==> config.mk <==
export PLATFORM = sky130hd
export DESIGN_NAME = side_buffer_flat
export DESIGN_NICKNAME = d
export VERILOG_FILES = /design/src/rtl/minbd_pkg.sv /design/src/rtl/side_buffer_if.sv /design/src/rtl/side_buffer_fifo.sv /design/src/rtl/side_buffer.sv /design/src/flat_wrapper.sv
export SDC_FILE = /design/constraint.sdc
export NUM_CORES = 1
export LEC_CHECK = 0
export CAP_MARGIN = 30
export CORE_MARGIN = 1.5
export CORE_UTILIZATION = 50
export CTS_BUF_LIST = sky130_fd_sc_hd__clkbuf_8
export DETAILED_ROUTE_END_ITERATION = 16
export PLACE_DENSITY = 0.82
export SETUP_SLACK_MARGIN = 0.3
export SLEW_MARGIN = 20
export SYNTH_ARGS = -nofsm -noshare
export SYNTH_HDL_FRONTEND = slang
export SYNTH_SLANG_ARGS = --single-unit
==> constraint.sdc <==
create_clock -name clk -period 7.8 [get_ports clk]
set_clock_uncertainty 0.05 [all_clocks]
set_input_delay 1.56 -clock clk [delete_from_list [all_inputs] [get_ports clk]]
set_output_delay 1.56 -clock clk [all_outputs]
set_load 0.01 [all_outputs]
==> src/rtl/minbd_pkg.sv <==
// Shared MinBD definitions: flit type, side-buffer defaults and redirect FSM states.
// No logic; latency and backpressure are defined by the modules that import it.
package minbd_pkg;

  localparam int FLIT_W_DEF   = 64;
  localparam int DEPTH_DEF    = 4;
  localparam int REDIR_TH_DEF = 8;

  typedef logic [FLIT_W_DEF-1:0] flit_t;

  typedef enum logic {
    IDLE     = 1'b0,
    REDIRECT = 1'b1
  } redir_state_t;

endpackage

==> src/rtl/side_buffer_if.sv <==
// Capture/reinjection bundle between the router and its side buffer.
// Capture side has no ready (losses flag ovf_err); reinjection is valid/ready.
interface side_buffer_if #(
  parameter int FLIT_W = minbd_pkg::FLIT_W_DEF
);

  logic              cap_vld;
  logic [FLIT_W-1:0] cap_flit;
  logic              reinj_ready;
  logic              reinj_vld;
  logic [FLIT_W-1:0] reinj_flit;
  logic              buf_full;
  logic              redir_req;
  logic              ovf_err;

  modport master (
    output cap_vld, cap_flit, reinj_ready,
    input  reinj_vld, reinj_flit, buf_full, redir_req, ovf_err
  );

  modport slave (
    input  cap_vld, cap_flit, reinj_ready,
    output reinj_vld, reinj_flit, buf_full, redir_req, ovf_err
  );

endinterface

==> src/rtl/side_buffer_fifo.sv <==
// sb_fifo: circular store for deflected flits; write-to-read latency 1 cycle.
// A push into a full store succeeds only when a pop happens in the same cycle, else it is dropped.
module sb_fifo #(
  parameter int FLIT_W = minbd_pkg::FLIT_W_DEF,
  parameter int DEPTH  = minbd_pkg::DEPTH_DEF
) (
  input  logic              clk,
  input  logic              rst_n,
  input  logic              wr_vld,
  input  logic [FLIT_W-1:0] wr_dat,
  input  logic              rd_rdy,
  output logic              rd_vld,
  output logic [FLIT_W-1:0] rd_dat,
  output logic              full,
  output logic              pop,
  output logic              drop
);

  localparam int AW = $clog2(DEPTH);
  localparam int CW = $clog2(DEPTH + 1);

  logic [FLIT_W-1:0] mem [DEPTH];
  logic [AW-1:0]     wr_ptr;
  logic [AW-1:0]     rd_ptr;
  logic [CW-1:0]     count;
  logic              push;

  assign rd_vld = (count != '0);
  assign full   = (count == CW'(DEPTH));
  assign pop    = rd_vld & rd_rdy;
  assign push   = wr_vld & (~full | pop);
  assign drop   = wr_vld & full & ~pop;
  assign rd_dat = mem[rd_ptr];

  always_ff @(posedge clk) begin
    if (!rst_n) begin
      wr_ptr <= '0;
      rd_ptr <= '0;
      count  <= '0;
    end else begin
      if (push) wr_ptr <= wr_ptr + 1'b1;
      if (pop)  rd_ptr <= rd_ptr + 1'b1;
      case ({push, pop})
        2'b10:   count <= count + 1'b1;
        2'b01:   count <= count - 1'b1;
        default: count <= count;
      endcase
    end
  end

  // Storage is not cleared; the write is gated so a capture during reset is ignored.
  always_ff @(posedge clk) begin
    if (rst_n && push) mem[wr_ptr] <= wr_dat;
  end

endmodule

==> src/rtl/side_buffer.sv <==
// Side buffer for deflected flits with reinjection and stall-driven slot redirection.
// Capture visible on reinj_vld 1 cycle later; captures while full without a pop are dropped.
module side_buffer
  import minbd_pkg::*;
#(
  parameter int FLIT_W   = FLIT_W_DEF,
  parameter int DEPTH    = DEPTH_DEF,
  parameter int REDIR_TH = REDIR_TH_DEF
) (
  input logic         clk,
  input logic         rst_n,
  side_buffer_if.slave sb
);

  localparam int SW = $clog2(REDIR_TH + 1);

  logic              vld;
  logic              full;
  logic              pop;
  logic              drop;
  logic [FLIT_W-1:0] rd_dat;
  logic [SW-1:0]     stall;
  logic [SW-1:0]     stall_nxt;
  logic              ovf;
  redir_state_t      state;

  sb_fifo #(
    .FLIT_W (FLIT_W),
    .DEPTH  (DEPTH)
  ) u_fifo (
    .clk    (clk),
    .rst_n  (rst_n),
    .wr_vld (sb.cap_vld),
    .wr_dat (sb.cap_flit),
    .rd_rdy (sb.reinj_ready),
    .rd_vld (vld),
    .rd_dat (rd_dat),
    .full   (full),
    .pop    (pop),
    .drop   (drop)
  );

  // A held head that does not pop is by construction a stalled cycle.
  always_comb begin
    stall_nxt = stall;
    if (pop || !vld) begin
      stall_nxt = '0;
    end else if (stall != SW'(REDIR_TH)) begin
      stall_nxt = stall + 1'b1;
    end
  end

  always_ff @(posedge clk) begin
    if (!rst_n) begin
      stall <= '0;
      ovf   <= 1'b0;
      state <= IDLE;
    end else begin
      stall <= stall_nxt;
      if (drop) ovf <= 1'b1;
      case (state)
        IDLE:     if (stall_nxt == SW'(REDIR_TH)) state <= REDIRECT;
        REDIRECT: if (pop || !vld) state <= IDLE;
        default:  state <= IDLE;
      endcase
    end
  end

  assign sb.reinj_vld  = vld;
  assign sb.reinj_flit = rd_dat;
  assign sb.buf_full   = full;
  assign sb.redir_req  = (state == REDIRECT);
  assign sb.ovf_err    = ovf;

endmodule

==> src/flat_wrapper.sv <==
// flat-port wrapper written by rule: the top's interface ports become plain ports
module side_buffer_flat import minbd_pkg::*;
#(
  parameter int FLIT_W   = FLIT_W_DEF,
  parameter int DEPTH    = DEPTH_DEF,
  parameter int REDIR_TH = REDIR_TH_DEF
)
  (clk, rst_n, sb_cap_vld, sb_cap_flit, sb_reinj_ready, sb_reinj_vld, sb_reinj_flit, sb_buf_full, sb_redir_req, sb_ovf_err);
  side_buffer_if #(.FLIT_W(FLIT_W)) sb_i ();
  input logic clk;
  input logic rst_n;
  input wire logic [$bits(sb_i.cap_vld)-1:0] sb_cap_vld;
  input wire logic [$bits(sb_i.cap_flit)-1:0] sb_cap_flit;
  input wire logic [$bits(sb_i.reinj_ready)-1:0] sb_reinj_ready;
  output wire logic [$bits(sb_i.reinj_vld)-1:0] sb_reinj_vld;
  output wire logic [$bits(sb_i.reinj_flit)-1:0] sb_reinj_flit;
  output wire logic [$bits(sb_i.buf_full)-1:0] sb_buf_full;
  output wire logic [$bits(sb_i.redir_req)-1:0] sb_redir_req;
  output wire logic [$bits(sb_i.ovf_err)-1:0] sb_ovf_err;
  assign sb_i.cap_vld = sb_cap_vld;
  assign sb_i.cap_flit = sb_cap_flit;
  assign sb_i.reinj_ready = sb_reinj_ready;
  assign sb_reinj_vld = sb_i.reinj_vld;
  assign sb_reinj_flit = sb_i.reinj_flit;
  assign sb_buf_full = sb_i.buf_full;
  assign sb_redir_req = sb_i.redir_req;
  assign sb_ovf_err = sb_i.ovf_err;
  side_buffer #(.FLIT_W(FLIT_W), .DEPTH(DEPTH), .REDIR_TH(REDIR_TH)) u_core (.clk(clk), .rst_n(rst_n), .sb(sb_i));
endmodule
==> PnR_summary.wiki <==
{| class="wikitable"
! Metric !! Value
|-
| Count of distinct cell types in the synthesized netlist || 39
|-
| RSZ-0062 raised after global routing || false
|-
| Die Outline Area || 20930 µm²
|-
| Net Count, Synth || approximately 500
|-
| Placed instance area || 11750 µm²
|-
| Total global-route track usage || 17.84%
|-
| Post-detailed-routing wire length || 18000 µm
|-
| Final routed DRC violation total || 0
|-
| Proportion of netlist area held by the largest area contributor || 76.59%
|-
| End point of the critical path || sb_reinj_flit[53]
|-
| Pin count of the biggest net entering global routing || 65
|-
| Count of buffers added by post-CTS timing repair for setup || 0
|-
| Clk Tree Root Cell || clkbuf_8
|-
| Post-synth EDFFs || 256
|-
| Startpoint type of the worst setup path || register
|-
| Worst reg2reg startpoint || u_core.u_fifo.count[2]
|-
| Routed length per placed instance || 19.97 µm
|-
| Setup TNS Final || 0 ns
|-
| Number of register bits inferred by synthesis || 271
|-
| Die outline width || 144.7 µm
|-
| Power Dens Cells || 247.2 nW/µm²
|-
| Antenna diodes || 0
|-
| Number of antenna violations at the first check in global routing || 0
|-
| Status || finished clean
|-
| Final-stage net count || slightly below 700
|-
| Placeable Area || 19590 µm²
|-
| Buffers from clock root to sink, at most || 3
|-
| Filler cells || 1304
|-
| Chip height || ~140 µm
|-
| Worst-case reg-to-reg path depth || 5
|-
| Maximum clock frequency || 212.9 MHz
|-
| Critical path start-end classification || reg2out
|-
| Slew at the pin closest to its max-slew limit || approximately 0.96 ns
|-
| Final hold violation count || 0
|-
| Number of global-route vias before repair || between 5000 and 6000
|-
| TritonCTS clock tree || yes
|-
| Post-cts hold buffer count || 0
|-
| Static Leak || about 4.1 nW
|-
| Maximum level of the CTS H-tree || 2
|-
| Sink count of the clock tree || 271
|-
| Post-synthesis instance total || around 430
|-
| Final critical-path share of the clock period || 60.21%
|-
| End of the worst register-to-register path || u_core.u_fifo.mem[2][18]
|-
| Required time at the endpoint of the critical path || 6.19 ns
|-
| Min Clock Period, post-route || approximately 4.7 ns
|-
| Endpoint type of the worst setup path || primary output
|-
| Worst hold-check path type || reg2reg
|-
| Peak ir drop on the vdd network || 0.1358 mV
|-
| Io pins || 136
|-
| Violation count after the first detailed-route iteration || around 260
|-
| Post-synthesis instance area || 10040 µm²
|-
| Detailed placer's ending HPWL || 11180 µm
|-
| Std cell rows || 51
|-
| Critical Path AT || about 3.1 ns
|-
| Fraction of final layout cells with drive strength greater than 1 || between 20% and 30%
|-
| Global placement routability congestion || 0.7075
|-
| Finish-stage setup viols || 0
|-
| Buffers added on ports || 135
|-
| DR vias/cell || about 5.3
|-
| Top cells by area, synth || edfxtp_1 77%, mux4_2 14%, dfxtp_1 3.0%, ha_1 0.75%, inv_1 0.41%
|-
| Count of max-cap constraint violations || 0
|-
| Final-report max-slew violation count || 0
|-
| Ys flop type || edfxtp_1
|-
| Worst slew slack as a fraction of its limit || 36.15%
|-
| Via Count || between 4000 and 5000
|-
| Cts repair resizes || 0
|-
| Synthesis-to-finish area growth || 25.19%
|-
| First-pass GRT wire length || 27530 µm
|-
| Average cell area after synthesis || between 20 and 25 µm²
|-
| First-pass DRT Iterations || 4
|-
| Number of buffers created by CTS || 43
|-
| Clock input transition at the sequential cells of the worst setup and hold paths || about 0.06 ns
|-
| Total overflow reported by the global router || 0
|-
| Clock insertion delay at the later pin of the skew report || 0.53 ns
|-
| Minimum setup slack among reg-to-reg paths || 5.07 ns
|-
| Starting density of the core || 51.24%
|-
| Biggest area consumer among synthesized cells || edfxtp_1
|-
| Design Area, Final || 12570 µm²
|-
| Number of warnings reported in the yosys synthesis log || 0
|-
| Sequential-to-total area share from yosys stat || roughly 80%
|-
| Maximum fanout count along the critical path || 40
|-
| Proportion of synthesized flip-flops having asynchronous set or reset || 0%
|-
| ANT nets after route || 0
|}
synth_stat cells, types with 4 or more instances:
library cell and number:
and2_1 5, buf_1 6, buf_2 7, dfxtp_1 15, edfxtp_1 256, ha_1 6, inv_1 11, mux4_2 64
nand2_1 4, nand3_1 4, nor2_1 9
cell type report:
class                   count  area [µm²]  share of cell area [%]
inverters                  12       47.55                  0.3784
repair buffers            144        1491                   11.87
clock buffers              45       619.3                   4.929
flip-flops and latches    271        7995                   63.63
multi-input cells         130        1943                   15.46
well taps                 265       331.6                   2.639
clock inverters            34       137.6                   1.095
layout by cell type, fill, tap and decap left out, types with 3 or more instances in the layout:
cell type | Yosys | routed
dfxtp_1 | 15 | 13
inv_1 | 11 | 37
xnor2_1 | 3 | 3
buf_16 | 0 | 3
nand3_1 | 4 | 4
xor2_1 | 3 | 3
clkdlybuf4s50_1 | 0 | 135
and2_1 | 5 | 5
nand2_1 | 4 | 4
clkbuf_8 | 0 | 45
a21oi_1 | 3 | 3
nor2_4 | 0 | 4
nand3b_1 | 3 | 3
nor2_1 | 9 | 5
edfxtp_1 | 256 | 256
or3_1 | 3 | 3
clkinv_1 | 0 | 5
o21a_1 | 3 | 3
buf_4 | 1 | 5
mux4_2 | 64 | 64
ha_1 | 6 | 6
sequential cells by signal, summed over array words and instances, names as in the netlist, named ones only:
| name | flops |
|---|---|
| u_core.u_fifo.mem | 256 |
| u_core.stall | 4 |
| u_core.u_fifo.count | 3 |
| u_core.u_fifo.rd_ptr | 2 |
| u_core.u_fifo.wr_ptr | 2 |
| u_core.sb.ovf_err | 1 |
| u_core.sb.redir_req | 1 |
where the power goes:
part	leakage, nW	total, mW	internal (mW)	switching (mW)
Clock	0.478	1.04	0.533	0.504
Sequential	2.45	1.68	1.64	0.0348
Combinational	1.14	0.391	0.231	0.160
worst max-delay path: stages (launching register included):
cell and delay (ns):
dfxtp_4 0.68, buf_4 0.71, mux4_2 0.62, clkdlybuf4s50_1 0.51
how the worst min path moves through the flow:
| stage | cells after the start | end | startpoint |
|---|---|---|---|
| after detailed placement | 1 | u_core.sb.ovf_err | u_core.sb.ovf_err |
| after global placement | 1 | u_core.sb.redir_req | u_core.sb.redir_req |
| final | 1 | u_core.sb.ovf_err | u_core.sb.ovf_err |
| after global routing | 1 | u_core.sb.redir_req | u_core.sb.redir_req |
| after CTS | 1 | u_core.sb.ovf_err | u_core.sb.ovf_err |
| after floorplan | 1 | u_core.sb.ovf_err | u_core.sb.ovf_err |
through the flow:
step	hold slack, ns	util, %	cells	power, mW	worst slack, ns
detailed placement	0.4153	60.00	820	2.105	3.092
floorplan	0.4593	-	431	1.902	2.678
global placement	0.4082	59.76	818	2.088	3.161
global route	0.4549	64.14	901	3.240	2.840
finish	0.4375	64.14	901	3.107	3.103
CTS	0.4330	63.86	899	3.144	2.968
metal layers:
metal  wire (µm)  global-route usage (%)  vias up
li1            -                       -     2147
met1        7208                   21.97     2471
met2        9244                   30.72      176
met3        1267                   4.969       25
met4         277                   5.901        0
met5           0                       0        -
kinds of logic after synthesis:
logic type                 synth area share [%]
muxes                                     14.56
buffers and inverters                     1.359
AOI/OAI and AO/OA                         1.047
DFF                                       79.58
and+or+nand+nor                           1.982
adders and majority gates                0.9474
xor gates and xnor gates                 0.5237
Note: power is estimated with default switching activity, not from simulation.
